File: src/rtl/fetch_pkg.sv
// rtl/fetch_pkg.sv - shared types and constants for the instruction-fetch stage
package fetch_pkg;

  typedef enum logic [1:0] {
    FETCH  = 2'd0,
    DECODE = 2'd1,
    HALT   = 2'd2
  } state_t;

  localparam logic [1:0] JMP_NONE = 2'b00;
  localparam logic [1:0] JMP_REL  = 2'b01;
  localparam logic [1:0] JMP_REG  = 2'b10;

  localparam logic [15:0] RESET_PC_DEF   = 16'h0000;
  localparam logic [15:0] EXC_VECTOR_DEF = 16'h0002;
  localparam logic [15:0] NOP_INSTR_DEF  = 16'h0800;

  // Sequential successor; wraps modulo 2^16 by construction.
  function automatic logic [15:0] pc_inc(input logic [15:0] pc);
    return pc + 16'd2;
  endfunction

endpackage

File: src/rtl/next_pc_sel.sv
// rtl/next_pc_sel.sv - priority mux choosing the PC that follows the instruction in IR
module next_pc_sel
  import fetch_pkg::*;
#(
  parameter logic [15:0] EXC_VECTOR = EXC_VECTOR_DEF
) (
  input  logic [15:0] pc,
  input  logic [15:0] epc,
  input  logic        hlt,
  input  logic        siic,
  input  logic        rti,
  input  logic [1:0]  jump,
  input  logic [15:0] jump_target,
  input  logic        branch_taken,
  input  logic [15:0] branch_target,
  output logic [15:0] next_pc,
  output logic        epc_we,
  output logic        align_fault
);

  always_comb begin
    next_pc = pc_inc(pc);
    epc_we  = 1'b0;
    if (hlt) begin
      next_pc = pc;
    end else if (siic) begin
      next_pc = EXC_VECTOR;
      epc_we  = 1'b1;
    end else if (rti) begin
      next_pc = epc;
    end else if (jump == JMP_REL || jump == JMP_REG) begin
      next_pc = jump_target;
    end else if (branch_taken) begin
      next_pc = branch_target;
    end
  end

  // A halting instruction never redirects, so it cannot raise an alignment fault.
  assign align_fault = !hlt && next_pc[0];

endmodule

File: src/rtl/fetch_unit.sv
// rtl/fetch_unit.sv - instruction fetch stage: PC/EPC/IR ownership and imem handshake
module fetch_unit
  import fetch_pkg::*;
#(
  parameter logic [15:0] RESET_PC   = RESET_PC_DEF,
  parameter logic [15:0] EXC_VECTOR = EXC_VECTOR_DEF,
  parameter logic [15:0] NOP_INSTR  = NOP_INSTR_DEF
) (
  input  logic        clk,
  input  logic        rst,
  input  logic        stall,
  input  logic        branch_taken,
  input  logic [15:0] branch_target,
  input  logic [1:0]  jump,
  input  logic [15:0] jump_target,
  input  logic        siic,
  input  logic        rti,
  input  logic        hlt,
  input  logic [15:0] imem_rdata,
  input  logic        imem_ready,
  output logic        imem_req,
  output logic [15:0] imem_addr,
  output logic [15:0] instruction,
  output logic        instr_valid,
  output logic [15:0] pc_plus2,
  output logic [15:0] epc,
  output logic        halted,
  output logic        align_err
);

  state_t      state_q, state_d;
  logic [15:0] pc_q, pc_d;
  logic [15:0] ir_q, ir_d;
  logic [15:0] epc_q, epc_d;
  logic        align_q, align_d;

  logic [15:0] next_pc;
  logic        epc_we;
  logic        align_fault;

  next_pc_sel #(
    .EXC_VECTOR(EXC_VECTOR)
  ) u_next_pc_sel (
    .pc           (pc_q),
    .epc          (epc_q),
    .hlt          (hlt),
    .siic         (siic),
    .rti          (rti),
    .jump         (jump),
    .jump_target  (jump_target),
    .branch_taken (branch_taken),
    .branch_target(branch_target),
    .next_pc      (next_pc),
    .epc_we       (epc_we),
    .align_fault  (align_fault)
  );

  always_ff @(posedge clk or negedge rst) begin
    if (!rst) begin
      state_q <= FETCH;
      pc_q    <= RESET_PC;
      ir_q    <= NOP_INSTR;
      epc_q   <= 16'h0000;
      align_q <= 1'b0;
    end else begin
      state_q <= state_d;
      pc_q    <= pc_d;
      ir_q    <= ir_d;
      epc_q   <= epc_d;
      align_q <= align_d;
    end
  end

  always_comb begin
    state_d     = state_q;
    pc_d        = pc_q;
    ir_d        = ir_q;
    epc_d       = epc_q;
    align_d     = align_q;
    imem_req    = 1'b0;
    instr_valid = 1'b0;
    halted      = 1'b0;
    case (state_q)
      FETCH: begin
        imem_req = 1'b1;
        if (imem_ready) begin
          ir_d    = imem_rdata;
          state_d = DECODE;
        end
      end
      DECODE: begin
        instr_valid = 1'b1;
        // Redirects are only honoured on the cycle the instruction leaves DECODE.
        if (!stall) begin
          ir_d = NOP_INSTR;
          if (hlt) begin
            state_d = HALT;
          end else if (align_fault) begin
            align_d = 1'b1;
            state_d = HALT;
          end else begin
            pc_d    = next_pc;
            state_d = FETCH;
            if (epc_we) begin
              epc_d = pc_inc(pc_q);
            end
          end
        end
      end
      HALT: begin
        halted = 1'b1;
      end
      default: begin
        state_d = FETCH;
      end
    endcase
  end

  assign imem_addr   = pc_q;
  assign instruction = ir_q;
  assign pc_plus2    = pc_inc(pc_q);
  assign epc         = epc_q;
  assign align_err   = align_q;

endmodule

File: config.mk
export PLATFORM = sky130hd
export DESIGN_NAME = fetch_unit
export DESIGN_NICKNAME = d
export VERILOG_FILES = /design/src/rtl/fetch_pkg.sv /design/src/rtl/next_pc_sel.sv /design/src/rtl/fetch_unit.sv
export SDC_FILE = /design/constraint.sdc
export NUM_CORES = 1
export LEC_CHECK = 0
export CORE_MARGIN = 1.5
export CORE_UTILIZATION = 48
export DETAILED_ROUTE_END_ITERATION = 10
export PLACE_DENSITY_LB_ADDON = 0.12
export SYNTH_ARGS = -nofsm -noshare
export SYNTH_HDL_FRONTEND = slang
export SYNTH_HIERARCHICAL = 1
export SYNTH_SLANG_ARGS = --single-unit
File: constraint.sdc
create_clock -name clk -period 4.2 [get_ports clk]
set_clock_uncertainty 0.2 [all_clocks]
set_input_delay 0.84 -clock clk [delete_from_list [all_inputs] [get_ports clk]]
set_output_delay 0.84 -clock clk [all_outputs]
set_load 0.02 [all_outputs]
==> metrics <==
Detail Placement HPWL around 6700 um; post-synthesis cell area about 3300 sq um; RSZ-0062 raised after global routing no; Startpoint Class register; largest net degree at the start of global routing 52; highest clock rate between 200 and 300 MHz; Hold EP instruction[11]; DP Cell Count roughly 530; Die Area between 7000 and 8000 sq um; final setup violating endpoints 0; setup bufs post-CTS 0; DR vias/cell slightly below 6; initial antenna violation count 0; r2r setup slk ~1.5 ns; port bufs around 130; Initial Utilization 0.506; FILL cells ~500; worst hold path class register to register; Syn Inst Count 336; Sink Count 51; outcome finished, final reports clean; area share of the largest cell type after synthesis 0.381; Skew-Pair Late Insertion Delay about 0.31 ns; Layout Nets slightly above 500; cts hold-fix bufs 0; Primary FF master, synth dfrtp_1; WL final 9560 um; reg2reg end imem_addr[13]; maxcap violations 0; Tot GR Track Use 0.266; Period minus WS final 3.58 ns; antenna-violating nets left 0; layout cells sized above 1 0.100; Async S/R FF share, synth 1.00; Crit path largest cell delay approximately 0.63 ns; Netlist cell types 58; CP cell instances nand3_1 > nor4_2 > xor2_1 > clkdlybuf4s50_1; Setup TNS Final 0 ns; crit path from imem_addr[3]; Routed WL per cell 17.9 um; WP data required roughly 3.2 ns; number of global-route vias before repair 3130; final slew viol count 0; HP Start instruction[11]; diode count 0; GPL Wtd Cong 0.870; DRC Markers 0; Synth Register Bits 51; H-tree levels 2; critical-path maximum fanout 12; Tightest Pin Transition between 0.6 and 0.7 ns; Critical Path Sink Type output pin; total number of vias between 3000 and 4000; Yosys top cell by area dfrtp_1; Die Height about 86 um; Area Overhead vs Synth 42.8%; Area contributors post-synth dfrtp_1 (38%), mux2_1 (6.5%), a22o_1 (4.8%), mux2_2 (4.1%), xor2_1 (2.9%); Seq/Total Area, Yosys 0.389; Critical R2R Launch imem_addr[4]; syn avg cell area roughly 10 sq um; Pre-antenna DRT Iters 5; R2R depth 5; Die X between 80 and 90 um; CP Class register to output pin; Layout Cells excl Fill 535; Power Density roughly 580 nW/um^2; Post-Syn Nets between 300 and 400; Post-CTS Resized 0; LEAKAGE 1.96 nW; first-pass GRT wire length ~15000 um; clk buf depth 2; I/O pin cnt between 100 and 150; CTS Buf Count 5; Detailed Route Iter0 Violations ~230; Hold Crit Depth 2; GRT overflow 0; row count 29; crit path DAT approximately 2.5 ns; Final Hold Vio Count 0; critical path's slowest cell clkdlybuf4s50_1; slew margin rel. 0.556; EDFF count, synth 0; TritonCTS clock tree done; clk slew on worst S/H paths 0.10 ns; Worst IR Drop VDD 0.000378 V; core outline area around 6500 sq um; final period utilization 0.852; warning count from the yosys run 6; CTS root buf clkbuf_8
[synthesized netlist by cell type (4+ instances only)]
cell and instances:
o221ai_1 5, a22oi_1 4, inv_1 15, o21ai_0 13, mux2_1 19, xnor2_1 10, nand2b_1 6, a22o_1 18
mux2_2 12, nor4_2 4, nand2_1 24, a21o_1 4, o211ai_1 5, nand3_1 12, or3_1 4, nor2b_1 11
xor2_1 11, a211oi_1 5, clkbuf_1 10, nor3_1 12, buf_2 5, nor2_1 14, dfrtp_1 50, a21oi_1 11
[registers in the layout, summed over array words and instances, names as in the netlist]
name / cells
instruction: 16
imem_addr: 16
state_q: 2
epc: 16
align_err: 1
[critical path: cells and delay by family (launching register included)]
family,cells,cell delay (ns)
xor+xnor,1,0.21
buf+inv,1,0.63
flops,1,0.62
simple gates,2,0.77
[where the power goes]
group | switching, mW | internal, mW | total, mW
Clock | 0.173 | 0.120 | 0.293
Sequential | 0.258 | 0.685 | 0.942
Combinational | 0.728 | 0.763 | 1.49
Total | 1.16 | 1.57 | 2.73
[area by class of cell]
type	instances	area, sq um	share of cell area
timing repair buffer	133	1310	0.278
multi-input combinational	251	1870	0.398
clock buffer	6	72.6	0.0155
inverter	15	56.3	0.0120
clock inverter	2	16.3	0.00347
tap	77	96.3	0.0205
sequential	51	1280	0.272
[metal layers]
layer | part of all wire | GRT usage | vias up | routed length, um
met5 | 0 | 0 | - | 0
met4 | 0.034 | 0.111 | 0 | 326
met3 | 0.076 | 0.0654 | 29 | 729
met2 | 0.48 | 0.443 | 147 | 4590
met1 | 0.41 | 0.330 | 1533 | 3910
li1 | - | - | 1480 | -
[cells in the final DEF (no fill, tap or decap), types with 5 or more instances in the layout]
master	instances
mux2_1	19
xnor2_1	10
a211oi_1	5
xor2_1	11
clkdlybuf4s50_1	124
a21oi_1	11
inv_1	15
nor3_1	12
buf_4	8
mux2_2	12
nand3_1	12
o211ai_1	5
nand2_1	24
a22o_1	18
o221ai_1	5
o21ai_0	13
dfrtp_1	50
nor2_1	14
nor2b_1	11
clkbuf_8	5
nand2b_1	6
[metrics by stage]
step | cell area (sq um) | setup WS [ns] | power (mW) | hold slack [ns] | util
2_1_floorplan | 3290 | 1.34 | 1.70 | 0.303 | -
3_3_place_gp | 4600 | 0.811 | 2.41 | 0.266 | 0.709
3_5_place_dp | 4600 | 0.752 | 2.43 | 0.269 | 0.709
4_1_cts | 4690 | 0.639 | 2.74 | 0.287 | 0.723
5_1_grt | 4690 | 0.458 | 2.87 | 0.305 | 0.723
6_report | 4690 | 0.622 | 2.73 | 0.279 | 0.723
[logic make-up (layout without fill, tap and decap cells)]
| group | after synthesis | count (layout) | synth area share |
|---|---|---|---|
| mux | 32 | 32 | 0.109 |
| buf+inv | 34 | 156 | 0.0430 |
| xor+xnor | 21 | 21 | 0.0560 |
| fa+ha+maj | 2 | 2 | 0.00761 |
| simple gates | 108 | 108 | 0.198 |
| compound gates | 88 | 88 | 0.197 |
| flops | 51 | 51 | 0.389 |
[worst max-delay path by stage]
| stage | to |
|---|---|
| 2_1_floorplan | imem_addr[4] |
| 3_3_place_gp | imem_addr[2] |
| 3_5_place_dp | imem_addr[3] |
| 4_1_cts | pc_plus2[10] |
| 5_1_grt | pc_plus2[15] |
| 6_report | pc_plus2[14] |
(Power assumes the default switching activity.)
